[src/rtl/ext_pkg.sv]
// ext_pkg: op codes and sizing helpers shared by the extension pipeline
package ext_pkg;
   localparam int OP_W = 3;
   localparam logic [OP_W-1:0] EXT_ZERO    = 3'd0;
   localparam logic [OP_W-1:0] EXT_SIGN    = 3'd1;
   localparam logic [OP_W-1:0] EXT_HIGHPOS = 3'd2;
   localparam logic [OP_W-1:0] EXT_BYTE_U  = 3'd3;
   localparam logic [OP_W-1:0] EXT_BYTE_S  = 3'd4;
   localparam logic [OP_W-1:0] EXT_HALF_U  = 3'd5;
   localparam logic [OP_W-1:0] EXT_HALF_S  = 3'd6;
   localparam logic [OP_W-1:0] EXT_WORD    = 3'd7;

   function automatic int off_w(input int data_w);
      return data_w > 8 ? $clog2(data_w / 8) : 1;
   endfunction
endpackage

[src/rtl/ext_lane_sel.sv]
// ext_lane_sel: picks the byte/halfword/word lane of a load word and flags misaligned offsets
module ext_lane_sel
   import ext_pkg::*;
#(
   parameter int DATA_W = 32,
   parameter int OFF_W  = off_w(DATA_W)
) (
   input  logic [OP_W-1:0]   op,
   input  logic [DATA_W-1:0] word,
   input  logic [OFF_W-1:0]  off,
   output logic [DATA_W-1:0] lane,
   output logic              sgn,
   output logic              mis
);
   logic             is_byte, is_half;
   logic [OFF_W-1:0] off_h;
   logic [7:0]       byte_l;
   logic [15:0]      half_l;

   assign is_byte = op == EXT_BYTE_U || op == EXT_BYTE_S;
   assign is_half = op == EXT_HALF_U || op == EXT_HALF_S;
   assign off_h   = off & ~OFF_W'(1);
   assign byte_l  = word[{off, 3'b000} +: 8];
   assign half_l  = word[{off_h, 3'b000} +: 16];
   assign lane    = is_byte ? DATA_W'(byte_l) : is_half ? DATA_W'(half_l) : word;
   assign sgn     = is_byte ? byte_l[7] : is_half ? half_l[15] : word[DATA_W-1];
   assign mis     = (is_half && off[0]) || (op == EXT_WORD && off != '0);
endmodule

[src/rtl/ext_pipe.sv]
// ext_pipe: two-stage immediate/load-data extension unit with valid/ready, flush and misalign detection
module ext_pipe
   import ext_pkg::*;
#(
   parameter  int IMM_W  = 16,
   parameter  int DATA_W = 32,
   parameter  int TAG_W  = 5,
   localparam int OFF_W  = off_w(DATA_W)
) (
   input  logic              clk,
   input  logic              rstn,
   input  logic              flush,
   input  logic              in_valid,
   output logic              in_ready,
   input  logic [OP_W-1:0]   in_op,
   input  logic [IMM_W-1:0]  in_imm,
   input  logic [DATA_W-1:0] in_word,
   input  logic [OFF_W-1:0]  in_off,
   input  logic [TAG_W-1:0]  in_tag,
   output logic              out_valid,
   input  logic              out_ready,
   output logic [DATA_W-1:0] out_data,
   output logic [TAG_W-1:0]  out_tag,
   output logic              out_misalign
);
   logic              s1_valid, s2_valid, s1_adv, acc;
   logic              s1_sgn, s1_mis, sel_sgn, sel_mis, is_imm, sgn_op;
   logic [OP_W-1:0]   s1_op;
   logic [TAG_W-1:0]  s1_tag;
   logic [DATA_W-1:0] s1_lane, sel_lane, mask, ext;

   ext_lane_sel #(.DATA_W(DATA_W), .OFF_W(OFF_W)) u_sel (
      .op   (in_op),
      .word (in_word),
      .off  (in_off),
      .lane (sel_lane),
      .sgn  (sel_sgn),
      .mis  (sel_mis)
   );

   assign s1_adv    = !s2_valid || out_ready;
   assign in_ready  = rstn && (!s1_valid || s1_adv);
   assign acc       = in_valid && in_ready;
   assign out_valid = s2_valid;
   assign is_imm    = in_op == EXT_ZERO || in_op == EXT_SIGN || in_op == EXT_HIGHPOS;
   assign sgn_op    = in_op == EXT_SIGN || in_op == EXT_HIGHPOS || in_op == EXT_BYTE_S || in_op == EXT_HALF_S;

   // S1 only carries a sign bit for signed ops, so the fill mask is zero for unsigned/word ops
   assign mask = !s1_sgn ? '0 :
                 s1_op == EXT_BYTE_S ? ~DATA_W'(8'hFF) :
                 s1_op == EXT_HALF_S ? ~DATA_W'(16'hFFFF) : ~DATA_W'({IMM_W{1'b1}});
   assign ext  = s1_mis ? '0 : s1_op == EXT_HIGHPOS ? (s1_lane | mask) << IMM_W : s1_lane | mask;

   always_ff @(posedge clk or negedge rstn) begin
      if (!rstn) begin
         s1_valid     <= 1'b0;
         s2_valid     <= 1'b0;
         s1_op        <= EXT_ZERO;
         s1_lane      <= '0;
         s1_sgn       <= 1'b0;
         s1_mis       <= 1'b0;
         s1_tag       <= '0;
         out_data     <= '0;
         out_tag      <= '0;
         out_misalign <= 1'b0;
      end else if (flush) begin
         s1_valid <= 1'b0;
         s2_valid <= 1'b0;
      end else begin
         if (s1_adv) begin
            s2_valid <= s1_valid;
            if (s1_valid) begin
               out_data     <= ext;
               out_tag      <= s1_tag;
               out_misalign <= s1_mis;
            end
         end
         if (in_ready) begin
            s1_valid <= acc;
            if (acc) begin
               s1_op   <= in_op;
               s1_lane <= is_imm ? DATA_W'(in_imm) : sel_lane;
               s1_sgn  <= sgn_op && (is_imm ? in_imm[IMM_W-1] : sel_sgn);
               s1_mis  <= sel_mis;
               s1_tag  <= in_tag;
            end
         end
      end
   end
endmodule

[config.mk]
export PLATFORM = sky130hd
export DESIGN_NAME = ext_pipe
export DESIGN_NICKNAME = d
export VERILOG_FILES = /design/src/rtl/ext_pkg.sv /design/src/rtl/ext_lane_sel.sv /design/src/rtl/ext_pipe.sv
export SDC_FILE = /design/constraint.sdc
export NUM_CORES = 1
export LEC_CHECK = 0
export ABC_AREA = 1
export CAP_MARGIN = 20
export CORE_AREA = 2 2 98 100
export CTS_CLUSTER_SIZE = 10
export DETAILED_ROUTE_END_ITERATION = 10
export DIE_AREA = 0 0 100 102
export MAX_ROUTING_LAYER = met4
export PLACE_DENSITY = 0.79
export RECOVER_POWER = 50
export SETUP_SLACK_MARGIN = 0.05
export SYNTH_ARGS = -nofsm -noshare
export SYNTH_HDL_FRONTEND = slang
export SYNTH_SLANG_ARGS = --single-unit
[constraint.sdc]
create_clock -name clk -period 1.7 [get_ports clk]
set_clock_uncertainty 0.15 [all_clocks]
set_input_delay 0.255 -clock clk [delete_from_list [all_inputs] [get_ports clk]]
set_output_delay 0.255 -clock clk [all_outputs]
set_load 0.005 [all_outputs]
Yosys cells after proc, flatten, opt, wreduce, memory -nomap -nowiden

Index checks and enable logic that the tools add are counted.

Bitwise logic cells: 2
Shifts and indexed selects: 2
Equal/unequal tests: 9
Multiplexer cells: 14
Reductions and logical operators: 23

Operators by type and width:

| cell                 | count |
|---|---|
| $mux W32             | 6 |
| $or A32 B32 Y32      | 1 |
| $shiftx A32 B6 Y16   | 1 |
| $shiftx A32 B6 Y8    | 1 |
| $mux W16             | 1 |
| $eq A3 B3 Y1 const B | 5 |
| $logic_or A1 B1 Y1   | 10 |
| $eq A3 B2 Y1 const B | 3 |
| $mux W1              | 7 |
| $reduce_and A3 Y1    | 2 |
| $reduce_bool A2 Y1   | 3 |
| $logic_and A1 B1 Y1  | 5 |
| $eq A3 B1 Y1 const B | 1 |
| $logic_not A3 Y1     | 1 |
| $logic_not A1 Y1     | 2 |
| $not A1 Y1           | 1 |

Register bits after elaboration: 82
Word-level logic and storage cells: 60
Output and inout port bits: 40
Bits of input ports: 63

Depth between registers and ports, before layout

Gate-level depths: netlist of the first run.

Depth after elaboration: 7
Mapped depth: 10
Depth with buffers taken out: 9

Hierarchy

From an unflattened synthesis of the first run, not the netlist that was laid out.

Cell total of the unflattened synthesis: 739
Area total of the unflattened synthesis: 4928.5 um^2

Modules (own cells, without submodules):

| module       | times used | area an instance (um^2) | cells an instance | seq. area each (um^2) |
|---|---|---|---|---|
| ext_pipe     | 1          | 3841.2                  | 498               | 2052.0 |
| ext_lane_sel | 1          | 1087.3                  | 241               | 0.0 |

Worst setup path after synthesis of the first run

Ideal clock, no wire load.

Path kind: register to register
Start: reg s2_valid (netlist: out_valid)
End: reg s1_lane[12]
Setup slack: 0.276 ns
Buffers on the path: 1
Arrival time: 1.159 ns
Clock period less this slack: 1.424 ns
Library setup time: 0.115 ns
Required time: 1.435 ns
Stages on the path, launching flop included: 10
Cells stage by stage: dfrtp_1 -> nand3_1 -> nand2_1 -> inv_1 -> nand2_2 -> inv_2 -> buf_2 -> nand2_1 -> nor2_1 -> nor2_1

Word-level cells in the longest chain between the ends: 6

RTL lines:

| element                       | line           | text |
|---|---|---|
| from (decl)                   | ext_pipe.sv:26 | `logic s1_valid, s2_valid, s1_adv, acc;` |
| from (signal assigned)        | ext_pipe.sv:71 | `s2_valid <= s1_valid;` |
| $logic_not A1 Y1 *            | ext_pipe.sv:41 | `assign s1_adv = !s2_valid \|\| out_ready;` |
| $logic_or A1 B1 Y1 *          | ext_pipe.sv:41 |  |
| $logic_or A1 B1 Y1 *          | ext_pipe.sv:42 | `assign in_ready = rstn && (!s1_valid \|\| s1_adv);` |
| $logic_and A1 B1 Y1 *         | ext_pipe.sv:42 |  |
| net in_ready                  | ext_pipe.sv:14 | `output logic in_ready,` |
| $logic_and A1 B1 Y1           | ext_pipe.sv:43 | `assign acc = in_valid && in_ready;` |
| $reduce_and A3 Y1 (no line) * | n/a            |  |
| to (signal assigned)          | ext_pipe.sv:82 | `s1_lane <= is_imm ? DATA_W'(in_imm) : sel_lane;` |
| to (decl)                     | ext_pipe.sv:30 | `logic [DATA_W-1:0] s1_lane, sel_lane, mask, ext;` |

Mark *: on every way through the listed nets, which the timed path passes. The rest lies on a longest branch.
A chain may end at the register's enable or synchronous reset.

Worst setup path in the final report of the first run

Start: reg out_data[29]
End: out out_data[29]

RTL lines:

| element                | line           | text |
|---|---|---|
| from (decl)            | ext_pipe.sv:22 | `output logic [DATA_W-1:0] out_data,` |
| from (signal assigned) | ext_pipe.sv:73 | `out_data <= ext;` |

No word-level cell between the ends.

==> summary.md, run 1 <==
| Metric | Value |
|---|---|
| Status | `finished, final reports clean` |
| Max-cap violations | `0` |
| Overall Power | `6.01 mW` |
| Initial antenna violation count | `0` |
| Minimum clock period | `approximately 1.6 ns` |
| Placed wire-length estimate | `about 9.0 mm` |
| Multi-input gate area | `2080 um2` |
| Row Count | `35` |
| Drt first pass iters | `5` |
| First-pass GRT wire length | `19.6 mm` |
| Post-synth top area cell | `dfrtp_1` |
| Total GRT Usage | `24.6%` |
| Max Fclk | `0.613 GHz` |
| Area contributors post-synth | `dfrtp_1, nand2_1, inv_1` |
| CP startpoint kind | `register` |
| Worst-path maximum fanout | `2` |
| IO buf count | `between 100 and 150` |
| Relative slew slack | `54.9%` |
| Pin count of the biggest net entering global routing | `83` |
| Fin nets | `833` |
| Initial drt markers | `361` |
| WP data arrival | `1.23 ns` |
| CTS H-tree depth | `3` |
| Antenna Nets Post-Route | `0` |
| Seq/Total Area, Yosys | `45.4%` |
| Fin crit share | `95.9%` |
| Detailed-route wire length per cell | `13.6 um` |
| Crit-path cells | `clkdlybuf4s50_1` |
| CORE AREA | `9110 um2` |
| Clk sinks | `around 80` |
| Syn avg cell area | `slightly above 7 um2` |
| Gr ovfl total | `0` |
| Flop2flop setup slack | `approximately 0.13 ns` |
| RSZ-0062 raised after global routing | `yes` |
| Vias in the first global route | `~4200` |
| Final WS setup | `0.0689 ns` |
| Die height | `102 um` |
| Fill cells | `766` |
| Share of layout cells above drive strength 1 | `13.8%` |
| Synth unique cells | `25` |
| Pre-CTS WS | `-0.214 ns` |
| Via density | `approximately 5.0` |
| CP max stage delay | `0.51 ns` |
| Area growth syn-to-layout | `37.8%` |
| Syn Nets | `693` |
| # IOs | `103` |
| Max IR drop VDD | `about 0.43 mV` |
| Reg area | `2050 um2` |
| Die W | `100 um` |
| Mapped Area | `4520 um2` |
| Worst skew pair latency | `between 0.3 and 0.4 ns` |
| Worst-path clk slew | `0.09 ns` |
| Min-delay worst type | `input port to register` |
| Leak Pwr | `3.36 nW` |
| Die area | `approximately 10000 um2` |
| Drc violations | `0` |
| Crit path capture type | `output port` |
| CP max-delay cell | `clkdlybuf4s50_1` |
| Buffer levels on the longest clock path | `2` |
| Buf/Inv on CP | `1` |
| Vias | `4472` |
| Ys Warns | `0` |
| TritonCTS Buffers | `9` |
| Final count of hold timing violations | `0` |
| Slew Limit Fails | `0` |
| Final setup TNS | `0 ns` |
| Crit path max-delay family | `buffers and inverters` |
| Critical path type | `register to output port` |
| CTS root buf | `clkbuf_8` |
| WP data required | `1.29 ns` |
| Worst-Margin Slew | `slightly below 0.7 ns` |
| Effective utilization at floorplan | `roughly half` |
| Inserted Diodes | `0` |
| Routability cong. | `0.952` |
| Yosys top cell area share | `between 40 and 50%` |
| Final setup violation count | `0` |
| PwrDens | `965 nW/um2` |
| Number of synthesized register bits | `just over 80` |
| Final WL | `12.0 mm` |
| Clock tree from TritonCTS | `built` |
| Cells after synthesis | `between 600 and 700` |
## timing repair
item,in CTS,in global routing
gates cloned,0,0
hold buffers,0,1
pin swaps,0,1
setup buffers,2,17
gates resized for setup,4,22
hold endpoints to repair,0,10
setup endpoints to repair,5,48
## report_power, final
| part | total (mW) | switching, mW | internal, mW |
|---|---|---|---|
| Clock | 1.48 | 0.747 | 0.736 |
| Combinational | 1.95 | 0.882 | 1.06 |
| Sequential | 2.58 | 0.232 | 2.35 |
## per-stage QoR
step                util, %  instances  hold slack (ns)  cell area (um2)
finish                 68.4        886           0.0571             6230
detailed placement     64.0        849            0.314             5830
floorplan                 -        630           -0.191             4520
global placement       64.0        849            0.310             5830
global route           68.4        886           0.0929             6230
CTS                    66.4        867           0.0320             6050
## placed cells by master, fill, tap and decap left out, drive strengths merged
cell	n
o31ai	16
clkdlybuf4s50	81
clkinvlp	2
nand3	41
o21ai	21
dlygate4sd2	3
a21oi	5
bufinv	1
dfrtp	82
o211ai	17
clkbuf	14
dlygate4sd3	1
inv	69
a21boi	1
clkdlybuf4s25	16
clkinv	1
nor2	55
nor3	1
nand2	297
buf	51
## sequential cells by signal, indices dropped and copies added (netlist names), 3 cells and up
name      count
out_data     32
s1_op         3
s1_lane      32
out_tag       5
s1_tag        5
## per-layer routing
metal	vias to the layer above	part of all wire [%]	track usage, %
li1	2237	-	-
met1	2055	47	34.1
met2	159	47	37.9
met3	21	5.2	2.87
met4	0	1.7	8.43
met5	-	0	-
## layout make-up
cell class                      instances  area share (%)
Multi-Input combinational cell        454            33.4
Clock inverter                          6            1.19
Timing Repair Buffer                  156            23.9
Sequential cell                        82            33.0
Clock buffer                           10            2.21
Inverter                               67            4.12
Tap cell                              111            2.23
## cell families after synthesis
group                  after synthesis  synth area share [%]
AND/OR/NAND/NOR                    394                  36.1
buffers and inverters               94                  8.75
flip-flops                          82                  45.4
AO/OA/AOI/OAI                       60                  9.72
## final timing paths
path	startpoint	endpoint	cells after the start
worst max-delay path	out_data[29]$_DFFE_PN0P_	out_data[29]	1
worst min-delay path	rstn	s1_valid$_DFFE_PN0P_	4
worst max register to register	out_valid$_DFFE_PN0P_	s1_lane[0]$_DFFE_PN0P_	9
worst min register to register	out_data[8]$_DFFE_PN0P_	out_data[8]$_DFFE_PN0P_	2
max in group asynchronous	rstn	out_data[7]$_DFFE_PN0P_	4
min in group asynchronous	rstn	out_tag[2]$_DFFE_PN0P_	3
## synthesized netlist by cell type, drive strengths merged
master,number
nand2,297
a21oi,5
nor2,55
o31ai,16
o21ai,21
inv,67
nor3,1
o211ai,17
a21boi,1
dfrtp,82
buf,17
clkbuf,10
nand3,41
## tightest hold or removal path, stage by stage
cell and delay [ns]:
clkbuf_4 0.10, nand2_1 0.06, nand2_1 0.05, nand2_1 0.05
Power figures use the tool's default switching activity.
==> run 2: changes to the inputs <==
Settings changed: CTS_CLUSTER_DIAMETER set to 30.
==> results of run 2 <==
Final layout, timing and power as in run 1 (identical DEF).
